==> src/rtl/mem_dump_pkg.sv <==
// Shared debug-unit definitions for the data-memory dump sequencer:
// state encoding, read-latency bounds and debug-select polarities.
package mem_dump_pkg;

  localparam int DEFAULT_ADDRWIDTH = 32;

  localparam int RD_LAT_MIN = 1;
  localparam int RD_LAT_MAX = 3;
  localparam int NB_LAT     = $clog2(RD_LAT_MAX + 1);

  localparam logic DBG_SEL_MEM   = 1'b0;
  localparam logic DBG_SEL_DEBUG = 1'b1;

  typedef enum logic [2:0] {
    ST_IDLE      = 3'd0,
    ST_HALT_WAIT = 3'd1,
    ST_RD        = 3'd2,
    ST_LAT_WAIT  = 3'd3,
    ST_CHECK     = 3'd4,
    ST_SEND      = 3'd5,
    ST_NEXT      = 3'd6,
    ST_DONE      = 3'd7
  } dump_state_t;

  function automatic int clamp_rd_lat(input int lat);
    if (lat < RD_LAT_MIN) return RD_LAT_MIN;
    if (lat > RD_LAT_MAX) return RD_LAT_MAX;
    return lat;
  endfunction

endpackage

==> src/rtl/mem_dump_ctrl_word_serializer.sv <==
// Holds one captured memory word and streams it MSB-first as bytes
// over a valid/ready handshake.
module word_serializer #(
  parameter  int NB_DATA  = 32,
  localparam int NB_BYTES = NB_DATA / 8,
  localparam int NB_IDX   = (NB_BYTES > 1) ? $clog2(NB_BYTES) : 1
) (
  input  logic               i_clock,
  input  logic               i_reset_n,
  input  logic               i_load,
  input  logic [NB_DATA-1:0] i_word,
  input  logic               i_start,
  input  logic               i_flush,
  input  logic               i_ready,
  output logic [7:0]         o_data,
  output logic               o_valid,
  output logic               o_last,
  output logic               o_accept
);

  logic [NB_DATA-1:0] r_word;
  logic [NB_IDX-1:0]  r_idx;
  logic               r_valid;
  logic               w_last_idx;
  logic               w_accept;

  assign w_last_idx = (r_idx == NB_IDX'(NB_BYTES - 1));
  assign w_accept   = r_valid & i_ready;

  always_ff @(posedge i_clock or negedge i_reset_n) begin
    if (!i_reset_n) begin
      r_word  <= '0;
      r_idx   <= '0;
      r_valid <= 1'b0;
    end else begin
      if (i_load) r_word <= i_word;
      if (i_flush) begin
        r_valid <= 1'b0;
        r_idx   <= '0;
      end else if (i_start) begin
        r_valid <= 1'b1;
        r_idx   <= '0;
      end else if (w_accept) begin
        if (w_last_idx) begin
          r_valid <= 1'b0;
          r_idx   <= '0;
        end else begin
          r_idx <= r_idx + NB_IDX'(1);
        end
      end
    end
  end

  // Byte 0 is the most significant byte of the word.
  always_comb begin
    o_data = r_word[(NB_BYTES - 1 - int'(r_idx)) * 8 +: 8];
  end

  assign o_valid  = r_valid;
  assign o_last   = r_valid & w_last_idx;
  assign o_accept = w_accept;

endmodule

==> src/rtl/mem_dump_ctrl.sv <==
// Debug sequencer that takes over the MEM stage data memory once the
// pipeline is halted and streams every (optionally dirty) word to the UART.
module mem_dump_ctrl
  import mem_dump_pkg::*;
#(
  parameter int NB_DATA   = 32,
  parameter int NB_ADDR   = DEFAULT_ADDRWIDTH,
  parameter int MEM_WORDS = 32,
  parameter int ADDR_STEP = 4,
  parameter int RD_LAT    = 1
) (
  input  logic               clock_i,
  input  logic               reset_i,
  input  logic               start_i,
  input  logic               dirty_only_i,
  input  logic               halted_i,
  output logic               hold_req_o,
  output logic [NB_ADDR-1:0] dbg_addr_o,
  output logic               dbg_addr_sel_o,
  output logic               dbg_rd_sel_o,
  input  logic [NB_DATA-1:0] rd_data_i,
  input  logic               dirty_i,
  output logic [7:0]         tx_data_o,
  output logic               tx_valid_o,
  input  logic               tx_ready_i,
  output logic               busy_o,
  output logic               done_o,
  output logic [NB_ADDR-1:0] words_sent_o
);

  localparam int LAT     = clamp_rd_lat(RD_LAT);
  localparam int NB_WIDX = (MEM_WORDS > 1) ? $clog2(MEM_WORDS) : 1;

  dump_state_t        r_state;
  dump_state_t        w_next;
  logic [NB_ADDR-1:0] r_addr;
  logic [NB_ADDR-1:0] r_words_sent;
  logic [NB_WIDX-1:0] r_word_idx;
  logic [NB_LAT-1:0]  r_lat;
  logic               r_dirty_only;
  logic               r_dirty_flag;
  logic               r_active;
  logic               r_addr_sel;
  logic               r_rd_sel;
  logic               r_done;

  logic               w_abort;
  logic               w_capture;
  logic               w_send_start;
  logic               w_word_sent;
  logic               w_tx_accept;
  logic               w_tx_last;
  logic               w_tx_valid;
  logic [7:0]         w_tx_data;

  assign w_word_sent = (r_state == ST_SEND) & w_tx_accept & w_tx_last;

  always_ff @(posedge clock_i or negedge reset_i) begin
    if (!reset_i) r_state <= ST_IDLE;
    else          r_state <= w_next;
  end

  // Losing halted_i while the debug path owns the memory aborts the dump.
  always_comb begin
    w_next  = r_state;
    w_abort = 1'b0;
    case (r_state)
      ST_IDLE:      if (start_i) w_next = ST_HALT_WAIT;
      ST_HALT_WAIT: if (halted_i) w_next = ST_RD;
      ST_RD:        w_next = ST_LAT_WAIT;
      ST_LAT_WAIT:  if (r_lat == NB_LAT'(1)) w_next = ST_CHECK;
      ST_CHECK:     w_next = (r_dirty_only && !r_dirty_flag) ? ST_NEXT : ST_SEND;
      ST_SEND:      if (w_word_sent) w_next = ST_NEXT;
      ST_NEXT:      w_next = (r_word_idx == NB_WIDX'(MEM_WORDS - 1)) ? ST_DONE : ST_RD;
      ST_DONE:      w_next = ST_IDLE;
      default:      w_next = ST_IDLE;
    endcase
    if ((r_state inside {ST_RD, ST_LAT_WAIT, ST_CHECK, ST_SEND, ST_NEXT}) && !halted_i) begin
      w_abort = 1'b1;
      w_next  = ST_IDLE;
    end
  end

  assign w_capture    = (r_state == ST_LAT_WAIT) && (w_next == ST_CHECK);
  assign w_send_start = (r_state == ST_CHECK) && (w_next == ST_SEND);

  // The latency counter spends exactly LAT cycles in LAT_WAIT.
  always_ff @(posedge clock_i or negedge reset_i) begin
    if (!reset_i) begin
      r_addr       <= '0;
      r_words_sent <= '0;
      r_word_idx   <= '0;
      r_lat        <= '0;
      r_dirty_only <= 1'b0;
      r_dirty_flag <= 1'b0;
    end else begin
      if (r_state == ST_IDLE && start_i) begin
        r_dirty_only <= dirty_only_i;
        r_words_sent <= '0;
        r_addr       <= '0;
        r_word_idx   <= '0;
      end
      if (r_state == ST_RD)
        r_lat <= NB_LAT'(LAT);
      else if (r_state == ST_LAT_WAIT)
        r_lat <= r_lat - NB_LAT'(1);
      if (w_capture) r_dirty_flag <= dirty_i;
      if (w_word_sent) r_words_sent <= r_words_sent + NB_ADDR'(1);
      if (r_state == ST_NEXT && w_next == ST_RD) begin
        r_addr     <= r_addr + NB_ADDR'(ADDR_STEP);
        r_word_idx <= r_word_idx + NB_WIDX'(1);
      end
    end
  end

  // Control outputs are decoded from the next state so they are registered.
  always_ff @(posedge clock_i or negedge reset_i) begin
    if (!reset_i) begin
      r_active   <= 1'b0;
      r_addr_sel <= DBG_SEL_MEM;
      r_rd_sel   <= DBG_SEL_MEM;
      r_done     <= 1'b0;
    end else begin
      r_active   <= w_next inside {ST_HALT_WAIT, ST_RD, ST_LAT_WAIT, ST_CHECK, ST_SEND, ST_NEXT};
      r_addr_sel <= (w_next inside {ST_RD, ST_LAT_WAIT, ST_CHECK, ST_SEND, ST_NEXT}) ? DBG_SEL_DEBUG : DBG_SEL_MEM;
      r_rd_sel   <= (w_next inside {ST_RD, ST_LAT_WAIT, ST_CHECK, ST_SEND, ST_NEXT}) ? DBG_SEL_DEBUG : DBG_SEL_MEM;
      r_done     <= (w_next == ST_DONE);
    end
  end

  word_serializer #(
    .NB_DATA (NB_DATA)
  ) u_serializer (
    .i_clock   (clock_i),
    .i_reset_n (reset_i),
    .i_load    (w_capture),
    .i_word    (rd_data_i),
    .i_start   (w_send_start),
    .i_flush   (w_abort),
    .i_ready   (tx_ready_i),
    .o_data    (w_tx_data),
    .o_valid   (w_tx_valid),
    .o_last    (w_tx_last),
    .o_accept  (w_tx_accept)
  );

  assign hold_req_o     = r_active;
  assign busy_o         = r_active;
  assign dbg_addr_o     = r_addr;
  assign dbg_addr_sel_o = r_addr_sel;
  assign dbg_rd_sel_o   = r_rd_sel;
  assign tx_data_o      = w_tx_data;
  assign tx_valid_o     = w_tx_valid;
  assign done_o         = r_done;
  assign words_sent_o   = r_words_sent;

endmodule

==> config.mk <==
export PLATFORM = sky130hd
export DESIGN_NAME = mem_dump_ctrl
export DESIGN_NICKNAME = d
export VERILOG_FILES = /design/src/rtl/mem_dump_pkg.sv /design/src/rtl/mem_dump_ctrl_word_serializer.sv /design/src/rtl/mem_dump_ctrl.sv
export SDC_FILE = /design/constraint.sdc
export NUM_CORES = 1
export LEC_CHECK = 0
export ABC_CLOCK_PERIOD_IN_PS = 2800
export CORE_ASPECT_RATIO = 0.7
export CORE_MARGIN = 1.5
export CORE_UTILIZATION = 53
export CTS_BUF_LIST = sky130_fd_sc_hd__clkbuf_4 sky130_fd_sc_hd__clkbuf_8
export CTS_CLUSTER_SIZE = 24
export DETAILED_ROUTE_END_ITERATION = 7
export PLACE_DENSITY = 0.82
export REMOVE_ABC_BUFFERS = 1
export SETUP_SLACK_MARGIN = 0.1
export SLEW_MARGIN = 20
export SYNTH_ARGS = -nofsm -noshare
export SYNTH_HDL_FRONTEND = slang
export SYNTH_SLANG_ARGS = --single-unit
==> constraint.sdc <==
create_clock -name clock_i -period 2.8 [get_ports clock_i]
set_input_delay 0.42 -clock clock_i [delete_from_list [all_inputs] [get_ports clock_i]]
set_output_delay 0.42 -clock clock_i [all_outputs]
set_load 0.05 [all_outputs]
==> results_dict.tcl, run 1 <==
set metrics [dict create \
    status "finished, final reports clean" \
    wl_per_cell_um 17.4 \
    finalNonFillerCells 803 \
    tightest_slew_ps 621 \
    fillers 735 \
    synth_area_per_cell_um2 10.4 \
    num_rows 31 \
    num_antenna_cells 0 \
    syn2layout_area_growth_pct 27.0 \
    track_usage_pct 24.8 \
    clock_path_buffers 2 \
    ff_latch_area_um2 2800 \
    synth_ff_type "dfrtp_1" \
    antenna_found_initial 0 \
    grt_pass1_wl_mm 23.0 \
    cp_num_buf_inv 1 \
    initial_core_util_pct 55.1 \
    dp_hpwl_mm 9.57 \
    async_reset_ff_share_pct 100 \
    clk_pin_slew_ps 100 \
    cap_violations 0 \
    hold_class "input port to asynchronous set/reset pin" \
    grt_overflow 0 \
    critPathTopFamily "simple AND/OR/NAND/NOR gates" \
    cp-end-kind "flip-flop" \
    grt_max_degree 56 \
    yosysWarnings 0 \
    drc_errors 0 \
    clock-sinks 112 \
    fmax_ghz 0.388 \
    hold_viol 0 \
    cp_common_cell "ha_1" \
    final_cell_area_um2 7300 \
    multi_input_area_um2 2740 \
    via_per_inst 6.16 \
    yosysSeqAreaShare_pct 48.7 \
    core_um2 10400 \
    die_w_um 128 \
    synth_cells 552 \
    insertion_delay_ps 380 \
    powerDensity_nw_per_um2 604 \
    drt-total-wl_mm 14.0 \
    drt_first_pass_iters 5 \
    die_y_um 90.2 \
    finClkSkew_ps 10.6 \
    cts_tree "yes" \
    drive_above_1_share_pct 13.1 \
    rsz0062_at_grt "false" \
    critPathArrivalTime_ps 2840 \
    crit_required_ps 3070 \
    ir_drop_mv 0.342 \
    finalSetupViolations 0 \
    yosysUniqueCellTypes 56 \
    fin_crit_ps 2570 \
    dpl.cell_count 785 \
    crit_path_top_delay_cell "dfrtp_1" \
    cts_root_buf "clkbuf_8" \
    num_vias 4950 \
    netlist_area_um2 5750 \
    worst-path-max-fanout 16 \
    num-nets-final 712 \
    portBuffers 114 \
    drv_slew 0 \
    power_leakage_nw 3.18 \
    synth-seq-cells 112 \
    slew_headroom_pct 58.2 \
    first_global_vias 4558 \
    die-area_um2 11500 \
    placed_cell_area_um2 7030 \
    synth-edff-count 0 \
    finalCritPeriodShare_pct 91.9 \
    drt_iter0_drc 321 \
    gp_congestion 0.831 \
    ios 117 \
    h-tree-depth 3 \
    crit_path_cell_trace "ha_1 -> and3_1 -> ha_1 -> nand2b_1 -> a22oi_1 -> o221a_2 -> and4_4 -> clkbuf_16 -> mux2_4" \
    critPathMaxStageDelay_ps 420 \
    cts_made_buffers 9 \
    drtAntennaViolNets 0 \
    crit_path_start_kind "flip-flop" \
    crit_type "flip-flop to flip-flop" \
]
## final timing paths
| path | from | end | slack [ps] | cells after the start |
|---|---|---|---|---|
| hold / removal | reset_i | dbg_addr_o[13] | 510 | 2 |
| setup / recovery | r_word_idx[0] | u_serializer.r_word[15] | 230 | 9 |
| hold reg to reg | words_sent_o[31] | words_sent_o[31] | 510 | 1 |
| max in group asynchronous | reset_i | words_sent_o[5] | 1560 | 3 |
| setup reg to reg | r_word_idx[0] | u_serializer.r_word[15] | 230 | 9 |
| min in group clock_i | words_sent_o[31] | words_sent_o[31] | 510 | 1 |
## report_power, final
group / leakage (nW) / total, mW / switching [mW] / internal [mW]
logic: 1.54 / 1.31 / 0.698 / 0.610
clock network: 0.112 / 1.09 / 0.541 / 0.552
registers: 1.53 / 2.01 / 0.186 / 1.82
total: 3.18 / 4.41 / 1.43 / 2.98
## cell families (layout without fill, tap and decap cells)
logic type                 Yosys count  count (layout)  share of synthesized area [%]
xor gates and xnor gates             1               1                          0.152
AOI/OAI and AO/OA                  127             127                           13.1
other                                1               2                         0.0652
DFF                                112             112                           48.7
adders and majority gates            6               6                           1.31
and+or+nand+nor                    212             212                           19.2
muxes                               53              53                           13.6
buffers and inverters               40             158                           3.89
## through the flow
step	util (%)	setup slack, ps	TNS (ps)	hold slack [ps]	power [mW]
after global placement	67.4	239	0	388	3.30
after detailed placement	67.4	190	0	392	3.35
final	70.0	226	0	505	4.41
after CTS	69.6	179	0	503	4.41
after global routing	70.0	92.1	0	519	4.60
after floorplan	-	-870	-25970	124	2.88
## flip-flops by register name, indices dropped and copies added, names as in the netlist, 2 cells and up
| register | count |
|---|---|
| u_serializer.r_idx | 2 |
| r_state | 3 |
| words_sent_o | 32 |
| r_lat | 2 |
| u_serializer.r_word | 32 |
| r_word_idx | 5 |
| dbg_addr_o | 30 |
## final cells by class
class,instances,share of cell area (%)
Sequential cell,112,38.4
Multi-Input combinational cell,401,37.5
Timing Repair Buffer,134,18.3
Tap cell,132,2.26
Clock buffer,11,2.07
Clock inverter,4,1.05
Inverter,9,0.497
## what timing repair did
item                                    4_1_cts  5_1_grt
endpoints found under the setup margin        6       33
hold endpoints to repair                     29        0
gates cloned                                  0        1
setup buffers                                 0        1
hold buffers                                  1        0
resized for setup                             6        1
## layer usage
metal | routed length [um] | vias to the layer above | GRT usage (%)
met3 | 851 | 23 | 5.18
met4 | 208 | 0 | 6.63
met2 | 6590 | 202 | 38.8
li1 | - | 2271 | -
met1 | 6360 | 2454 | 35.2
met5 | 0 | - | 0
## synthesized netlist by cell type, types with 11 or more instances
cell type	count	share of area, %
nand2_1	66	4.3
mux2_4	29	7.6
a21oi_1	15	1.3
o21ai_0	64	5.6
mux2i_1	11	1.9
nand4_1	26	2.8
o211ai_1	11	1.4
nor2_1	29	1.9
nand3_1	35	3.0
a31oi_1	13	1.4
and3_1	13	1.4
o31ai_1	11	1.4
clkbuf_1	15	0.98
dfrtp_1	112	49
## cells in the final DEF, fill, tap and decap left out, types with 4 or more instances in the layout
cell             synthesis  layout
a21oi_1                 15      15
inv_1                    8       8
and3_1                  13      13
buf_4                    6      17
mux2_4                  29      29
dfrtp_1                112     112
clkdlybuf4s50_1          0     107
nand3_1                 35      35
o31ai_1                 11      11
nor4_1                   4       4
dlygate4sd2_1            0       6
o21ai_0                 64      64
or4_1                    5       5
mux2_2                   4       4
o211ai_1                11      11
a31oi_1                 13      13
clkbuf_8                 0      11
nor3_1                   8       8
mux4_2                   8       8
nor2_1                  29      29
nand2_1                 66      66
mux2i_1                 11      11
nand4_1                 26      26
ha_1                     6       6
nand2b_1                 6       6
(Power assumes the default switching activity.)
==> run 2, diff against run 1 <==
--- a/config.mk
+++ b/config.mk
@@ -5,14 +5,15 @@
 export SDC_FILE = /design/constraint.sdc
 export NUM_CORES = 1
 export LEC_CHECK = 0
+export ABC_AREA = 1
 export ABC_CLOCK_PERIOD_IN_PS = 2800
 export CORE_ASPECT_RATIO = 0.7
 export CORE_MARGIN = 1.5
-export CORE_UTILIZATION = 53
+export CORE_UTILIZATION = 55
 export CTS_BUF_LIST = sky130_fd_sc_hd__clkbuf_4 sky130_fd_sc_hd__clkbuf_8
 export CTS_CLUSTER_SIZE = 24
 export DETAILED_ROUTE_END_ITERATION = 7
-export PLACE_DENSITY = 0.82
+export PLACE_DENSITY = 0.83
 export REMOVE_ABC_BUFFERS = 1
 export SETUP_SLACK_MARGIN = 0.1
 export SLEW_MARGIN = 20
==> run 2 against run 1 <==
  * First-iteration DRC count increased by 61%
  * Register-to-register slack better by 190 ps
  * Power is 16% higher
  * Worst hold slack lost 450 ps
  * Sequential share of layout area decreased by 3.4 points
  * Die area is 9.4% higher
  * Critical endpoint is now r_dirty_flag
  * Setup slack improved by 190 ps
  * Combinational power increased by 52%
  * Wire length rose by 20%
  * Largest power group unchanged
  * Flip-flop and latch count unchanged
  * Via count up 32%
==> results_dict.tcl, run 2 <==
set metrics [dict create \
    finalSetupViolations 0 \
    grt_pass1_wl_mm 28.0 \
    gp_congestion 0.940 \
    wl_per_cell_um 14.0 \
    crit_path_cell_trace "ha_1 -> nand2_1 -> nor2_1 -> ha_1 -> nand4_1 -> nand4_1 -> nand2_2 -> inv_2 -> nand2_2 -> nand2_1 -> nand2_1" \
    rsz0062_at_grt "false" \
    drt-total-wl_mm 16.8 \
    critPathTopFamily "simple AND/OR/NAND/NOR gates" \
    cp_common_cell "nand2_1" \
    netlist_area_um2 6550 \
    clock-sinks 112 \
    num_vias 6524 \
    power_leakage_nw 3.95 \
    drt_first_pass_iters 5 \
    p_int_mw 2.94 \
    tightest_slew_ps 680 \
    drtAntennaViolNets 0 \
    synth-seq-cells 112 \
    clock_power_share_pct 20.1 \
    cts_tree "yes" \
    yosysTopAreaCellShare_pct 42.8 \
    ir_drop_mv 0.790 \
    cap_violations 0 \
    netlist_top_cells_area "dfrtp_1 43%, nand2_1 18%, nand3_1 9.9%" \
    worst-path-max-fanout 33 \
    crit_required_ps 3060 \
    final_cell_mix "315 x nand2_1, 129 x nand3_1, 115 x nor2_1, 112 x dfrtp_1, 105 x clkdlybuf4s50_1" \
    synth_most_common_cell "nand2_1" \
    cp_num_buf_inv 1 \
    core_um2 11600 \
    num-nets-final 1087 \
    finalCritPeriodShare_pct 85.1 \
    cts-hold-fix-buffers 0 \
    switching_share_pct 42.4 \
    dp_hpwl_mm 12.2 \
    portBuffers 114 \
    pwr-share-seq_pct 40.9 \
    grt_overflow 0 \
    ff_latch_area_um2 2800 \
    finalNonFillerCells 1204 \
    clock_path_buffers 2 \
    track_usage_pct 27.9 \
    layout_commonest_cell "nand2_1" \
    drive_above_1_share_pct 4.39 \
    drt_iter0_drc 518 \
    dpl.cell_count 1188 \
    synth_cells 937 \
    num_antenna_cells 0 \
    power_frac_comb_pct 39.0 \
    hold_class "input port to asynchronous set/reset pin" \
    clk_pin_slew_ps 110 \
    yosysWarnings 0 \
    insertion_delay_ps 380 \
    crit_path_top_delay_cell "nand2_2" \
    cts_root_buf "clkbuf_8" \
    fmax_ghz 0.420 \
    first_global_vias 5713 \
    synthTopCellsByCount "315 x nand2_1, 129 x nand3_1, 115 x nor2_1" \
    cts_made_buffers 9 \
    via_per_inst 5.42 \
    powerDensity_nw_per_um2 637 \
    h-tree-depth 3 \
    drc_errors 0 \
    crit_path_start_kind "flip-flop" \
    die_w_um 133 \
    yosysUniqueCellTypes 34 \
    cp-end-kind "flip-flop" \
    hold_viol 0 \
    status "finished, final reports clean" \
    fillers 1052 \
    grt_max_degree 53 \
    drv_slew 0 \
    critPathArrivalTime_ps 2650 \
    die-area_um2 12600 \
    fin_crit_ps 2380 \
    antenna_found_initial 0 \
    num_rows 33 \
    finClkSkew_ps 8.69 \
    synth-edff-count 0 \
    synth_largest_area_cell "dfrtp_1" \
    slew_headroom_pct 54.6 \
    crit_type "flip-flop to flip-flop" \
    yosysSeqAreaShare_pct 42.8 \
    die_y_um 94.3 \
    async_reset_ff_share_pct 100 \
    multi_input_area_um2 3200 \
    ios 117 \
    finalPower_mw 5.10 \
    final.setup.tns_ps 0 \
    synth_ff_type "dfrtp_1" \
    power.switching_mw 2.16 \
    critPathMaxStageDelay_ps 430 \
    synth_area_per_cell_um2 6.99 \
    initial_core_util_pct 56.2 \
    syn2layout_area_growth_pct 22.4 \
]
[run 2: changes by cell type after synthesis, moves of 12 or more]
cell / before / now
inv_1: 8 / 96
a31oi_1: 13 / 1
nand2_1: 66 / 315
and3_1: 13 / 0
mux2_4: 29 / 0
nand3_1: 35 / 129
nor2_1: 29 / 115
nand4_1: 26 / 10
o21ai_0: 64 / 47
[run 2: what timing repair did]
item / in CTS / in global routing
gates resized for setup: 0 / 4
buffers inserted: 0 / 0
setup endpoints to repair: 0 / 4
[run 2: area by class of cell]
cell class	count	area share [%]
sequential	112	35.0
inverter	97	4.54
clock inverter	5	0.781
multi-input combinational	697	39.9
clock buffer	11	1.81
tap	157	2.45
timing repair buffer	125	15.6
[run 2: logic make-up after synthesis]
family | Yosys count | synth area share (%)
multiplexers | 1 | 0.172
AO/OA/AOI/OAI | 74 | 6.46
XOR/XNOR | 21 | 2.81
other | 1 | 0.0573
adder cells (fa/ha/maj) | 6 | 1.15
buffers and inverters | 129 | 8.43
flip-flops | 112 | 42.8
AND/OR/NAND/NOR | 593 | 38.1
[run 2: path summary, 6_finish.rpt]
path	from	to	slack, ps	cells after the start
max in group asynchronous	reset_i	dbg_rd_sel_o	2040	2
min in group clock_i	u_serializer.r_word[14]	u_serializer.r_word[14]	480	2
worst min-delay path	reset_i	u_serializer.r_word[4]	50	1
worst max-delay path	r_word_idx[0]	r_dirty_flag	420	11
worst min register to register	u_serializer.r_word[14]	u_serializer.r_word[14]	480	2
worst max register to register	r_word_idx[0]	r_dirty_flag	420	11
[run 2: power by group through the flow]
stage | clock network, mW | registers, mW | logic (mW)
2_1_floorplan | 0 | 2.20 | 1.21
3_3_place_gp | 0 | 2.11 | 1.96
3_5_place_dp | 0 | 2.10 | 2.00
4_1_cts | 1.04 | 2.08 | 2.01
5_1_grt | 1.11 | 2.12 | 2.19
6_report | 1.03 | 2.09 | 1.99
[run 2: metal layers]
layer | share of wire, % | track usage, %
met2 | 42 | 40.4
met3 | 8.6 | 5.45
met5 | 0 | 0
met1 | 48 | 42.7
met4 | 1.6 | 7.25
[run 2: through the flow]
step | setup slack (ps) | cell area, um^2 | utilization [%] | hold WS [ps]
2_1_floorplan | 410 | 6360 | - | 124
3_3_place_gp | 504 | 7800 | 67.0 | 450
3_5_place_dp | 346 | 7800 | 67.0 | 453
4_1_cts | 111 | 8000 | 68.7 | 78.1
5_1_grt | 184 | 8010 | 68.8 | 92.0
6_report | 418 | 8010 | 68.8 | 53.7
